## src/rtl/bit_stuffer_param.sv

```systemverilog
// bit_stuffer_param
// Inserts one STUFF_VAL bit into a serial transmit stream after every run of
// RUN_LEN consecutive ~STUFF_VAL bits. It sits between an upstream shifter
// and the line driver. While a stuffed bit is owed, the upstream data bit is
// held (shift_en low) for exactly one bit time.
//
// Parameters
//   RUN_LEN   : run length that triggers a stuffed bit (2..15)
//   STUFF_VAL : value of the inserted bit; the run bit is ~STUFF_VAL
//   CNT_W     : width of the saturating stuffed-bit counter (1..16)
//
// Ports
//   clk          : clock, rising edge
//   n_rst        : asynchronous active-low reset
//   serial_in    : current unstuffed data bit
//   shift_strobe : one-cycle bit-time strobe
//   clear        : synchronous packet-start restart
//   stuff_bypass : pass data without stuffing (SYNC/EOP fields)
//   bit_out      : bit to transmit this bit time
//   shift_en     : upstream may advance to its next data bit
//   stuff_active : a stuffed bit is pending / being emitted
//   stuff_total  : saturating count of stuffed bits emitted
module bit_stuffer_param #(
    parameter int   RUN_LEN   = 6,
    parameter logic STUFF_VAL = 1'b0,
    parameter int   CNT_W     = 8
) (
    input  logic             clk,
    input  logic             n_rst,
    input  logic             serial_in,
    input  logic             shift_strobe,
    input  logic             clear,
    input  logic             stuff_bypass,
    output logic             bit_out,
    output logic             shift_en,
    output logic             stuff_active,
    output logic [CNT_W-1:0] stuff_total
);

    localparam int            RC_W     = $clog2(RUN_LEN + 1);
    localparam logic [RC_W-1:0] RUN_LAST = RC_W'(RUN_LEN - 1);
    localparam logic          RUN_BIT  = ~STUFF_VAL;

    logic [RC_W-1:0] run_cnt;
    logic            pending;

    // Outputs are purely combinational from state and inputs: the stuffed
    // bit is shown in the same bit time its strobe consumes.
    assign bit_out      = pending ? STUFF_VAL : serial_in;
    assign shift_en     = shift_strobe & ~pending;
    assign stuff_active = pending;

    // Priority: clear, then an owed stuffed bit (even inside a bypassed
    // field, so a run ending on the last data bit is still completed),
    // then bypass, then normal run counting.
    always_ff @(posedge clk or negedge n_rst) begin
        if (!n_rst) begin
            run_cnt     <= '0;
            pending     <= 1'b0;
            stuff_total <= '0;
        end else if (clear) begin
            run_cnt     <= '0;
            pending     <= 1'b0;
            stuff_total <= '0;
        end else if (shift_strobe) begin
            if (pending) begin
                pending <= 1'b0;
                run_cnt <= '0;
                if (stuff_total != {CNT_W{1'b1}})
                    stuff_total <= stuff_total + CNT_W'(1);
            end else if (stuff_bypass) begin
                run_cnt <= '0;
            end else if (serial_in == RUN_BIT) begin
                // Counter tops out at RUN_LEN-1; the RUN_LEN-th run bit
                // arms the stuffed bit instead of counting further.
                if (run_cnt == RUN_LAST) begin
                    pending <= 1'b1;
                    run_cnt <= '0;
                end else begin
                    run_cnt <= run_cnt + RC_W'(1);
                end
            end else begin
                run_cnt <= '0;
            end
        end
    end

endmodule

```

## config.mk

```make
export PLATFORM = sky130hd
export DESIGN_NAME = bit_stuffer_param
export DESIGN_NICKNAME = d
export VERILOG_FILES = /design/src/rtl/bit_stuffer_param.sv
export SDC_FILE = /design/constraint.sdc
export NUM_CORES = 1
export LEC_CHECK = 0
export CAP_MARGIN = 25
export CORE_UTILIZATION = 50
export DETAILED_ROUTE_END_ITERATION = 10
export GPL_TIMING_DRIVEN = 0
export PLACE_DENSITY_LB_ADDON = 0.3
export SYNTH_ARGS = -nofsm -noshare
export SYNTH_HDL_FRONTEND = slang
export SYNTH_SLANG_ARGS = --single-unit
```

## constraint.sdc

```tcl
create_clock -name clk -period 2.35 [get_ports clk]
set_input_delay 0.47 -clock clk [delete_from_list [all_inputs] [get_ports clk]]
set_output_delay 0.47 -clock clk [all_outputs]
set_load 0.005 [all_outputs]
```

==> qor.csv <==
stage;metric;value;unit
status;run status;completed;
worst_setup_path;slowest CP cell;clkdlybuf4s50_1;
worst_setup_path;worst path bufs/invs;2;
global_routing;first-pass GRT wire length;2.283;mm
layout;layout cells sized above 1;0.07865;
worst_setup_path;CP most frequent cell;clkdlybuf4s50_1;
synth;Mapped Area;675.6;um^2
floorplanning;Core ar.;0.001186;mm^2
timing;RSZ-0062 raised after global routing;false;
clocking;clk sinks;12;
synth;post-synth top area share;0.4444;
layout;fin util;0.7468;
min_path;hold crit path type;in2async;
synth;area leader, netlist;dfrtp_1;
route;DRC Markers;0;
worst_setup_path;crit path max fanout;11;
synth;sequential cell area fraction in the yosys report;0.4444;
place;Final GP Congestion;0.7698;
synth;post-synthesis cell type count;26;
clocking;CTS clk-pin slew, worst paths;0.08;ns
synth;FF+latch count, synth;12;
clocking;PostCTS Resize Cnt;0;
route;drt via density;5.854;
timing;setup TNS;0;ns
synth;most frequent cells after synthesis;dfrtp_1 (12), nand2_1 (6), nor2_1 (6);
layout;Layout fillers;94;
floorplanning;die area;0.001502;mm^2
global_routing;Global Route Usage Sum;0.2372;
worst_setup_path;Worst Path Required;1.88;ns
timing;skew final;0.002895;ns
worst_setup_path;CP cell instances;clkdlybuf4s50_1 > and2b_1 > clkdlybuf4s50_1;
clocking;CTS Buffer Depth;2;
synth;Mapped Cells;70;
global_routing;vias in the first global route;526;
clocking;H-tree levels;1;
floorplanning;Boundary Pins;17;
clocking;Worst-Skew Late Latency;0.28;ns
layout;multi-input logic area;364.1;um^2
floorplanning;Core Rows;12;
route;DR pass1 iterations;4;
global_routing;largest net degree at the start of global routing;13;
synth;syn avg cell area;9.652;um^2
synth;Synth area leaders;dfrtp_1 (44%), a21oi_1 (3.7%), nand3_1 (3.7%), nand2_1 (3.3%), nor2_1 (3.3%);
timing;Slew HR;0.6403;
floorplanning;Die H;38.76;um
power_and_ir_drop;power per cell area;455.2;mW/mm^2
global_routing;antenna violations before repair;0;
route;Antenna Nets Post-Route;0;
timing;Achievable Freq;0.4423;GHz
clocking;TritonCTS clock tree;yes;
synth;number of synthesis warnings;0;
clocking;CTS Buf Count;3;
global_routing;global route total overflow;0;
timing;worst-margin pin slew;0.5379;ns
synth;Async S/R FF share, synth;1.000;
layout;Reg area;300.3;um^2
synth;Syn Nets;77;
synth;count leader, synth;dfrtp_1;
synth;top_reg_cell synth;dfrtp_1;
clocking;Post-CTS Setup Inserts;0;
synth;EDFF count, synth;0;
layout;Area Growth Syn to Fin;31.11;%
clocking;Hold Buf Count CTS;0;
worst_setup_path;Worst Setup SP;shift_strobe;
power_and_ir_drop;VDD IR max;0.3569;mV
layout;Ant. Diodes;0;
worst_setup_path;Worst setup SP type;primary input;
route;Post-Route WL;1.397;mm
worst_setup_path;Top delay family on crit path;buffers and inverters;
timing;Hold Fails Final Rpt;0;
floorplanning;Starting Density;0.5696;
route;Avg WL per Cell;13.56;um
timing;Finish-stage setup viols;0;
place;count of input and output buffers;16;
layout;final instance area;885.9;um^2
worst_setup_path;crit end category;output pin;
place;# placed instances;100;
route;violation count after the first detailed-route iteration;16;
place;placed cell area;853.3;um^2
worst_setup_path;worst r2r src;stuff_total[0]$_DFFE_PN0P_;
timing;fin crit period;2.261;ns
power_and_ir_drop;Tot Pwr;0.0004032;W
worst_setup_path;Worst Setup Path Type;in2out;
timing;fin crit share;0.9622;
layout;Non-Filler Instances;103;
place;hpwl dp;981.6;um
worst_setup_path;Worst EP arrival;1.79;ns
route;via count;603;
layout;Layout Nets;97;
timing;Slew Viols, Final;0;
floorplanning;Die Wd;38.76;um
run;Max-cap violations;0;
clocking;CTS root buf;clkbuf_4;
worst_setup_path;FF-to-FF setup slack;0.64;ns
power_and_ir_drop;leak pwr;0.3654;nW
worst_setup_path;CP max stage delay;0.66;ns
worst register-to-register path, stage by stage, from the launching register on:
cell	delay [ns]
dfrtp_1	0.42
ha_1	0.26
nand3_1	0.17
o21bai_4	0.13
or4_1	0.48
a21oi_1	0.17
sequential cells by signal, indices dropped and copies added, names as in the netlist:
| name | cells |
|---|---|
| run_cnt | 3 |
| stuff_active | 1 |
| stuff_total | 8 |
metal layers:
layer,global-route usage,up-vias,part of all wire
li1,-,293,-
met1,0.2937,287,0.47
met2,0.3667,18,0.46
met3,0.05202,5,0.044
met4,0.1552,0,0.026
met5,0,-,0
kinds of logic after synthesis:
kind of cell / count (synthesis) / synth area share
buf+inv: 3 / 0.01667
compound gates: 15 / 0.1611
fa+ha+maj: 1 / 0.01852
simple gates: 35 / 0.3037
flops: 12 / 0.4444
xor+xnor: 2 / 0.02593
mux: 2 / 0.02963
where the power goes:
| group | total, W | leakage (nW) | internal (W) | switching [W] |
|---|---|---|---|---|
| logic | 0.0000273 | 0.177 | 0.0000140 | 0.0000134 |
| registers | 0.000208 | 0.167 | 0.000207 | 0.00000110 |
| clock network | 0.000168 | 0.0210 | 0.0000943 | 0.0000735 |
| total | 0.000403 | 0.365 | 0.000315 | 0.0000879 |
final cells by class:
| cell class | instances | area share |
|---|---|---|
| Buffer | 1 | 0.004237 |
| Timing Repair Buffer | 16 | 0.1808 |
| Inverter | 1 | 0.004237 |
| Tap cell | 14 | 0.01977 |
| Clock buffer | 4 | 0.04096 |
| Sequential cell | 12 | 0.3390 |
| Multi-Input combinational cell | 55 | 0.4110 |
cells in the final DEF, fill, tap and decap left out, types with 2 or more instances in the layout:
cell / n
a21oi_1: 5
and2b_1: 2
clkbuf_4: 3
clkdlybuf4s50_1: 16
dfrtp_1: 12
mux2i_1: 2
nand2_1: 6
nand2b_1: 3
nand3_1: 5
nor2_1: 6
nor2b_1: 3
nor3_1: 3
o21ai_0: 3
o31ai_1: 2
or4_1: 3
xor2_1: 2
worst paths after layout:
| check | cells past startpoint | endpoint |
|---|---|---|
| max in group asynchronous | 1 | stuff_total[5]$_DFFE_PN0P_ |
| min reg2reg | 2 | stuff_total[0]$_DFFE_PN0P_ |
| min | 1 | stuff_active$_DFFE_PN0P_ |
| max reg2reg | 5 | stuff_total[7]$_DFFE_PN0P_ |
| max | 3 | shift_en |
| min in group clk | 2 | stuff_total[0]$_DFFE_PN0P_ |
per-stage QoR:
step | hold WS, ns | setup slack [ns]
2_1_floorplan | 0.1744 | 0.7773
3_3_place_gp | 0.5747 | -0.02611
3_5_place_dp | 0.5903 | -0.03192
4_1_cts | 0.5518 | 0.09158
5_1_grt | 0.5908 | 0.02249
6_report | 0.5374 | 0.08890
Note: power is estimated with default switching activity, not from simulation.
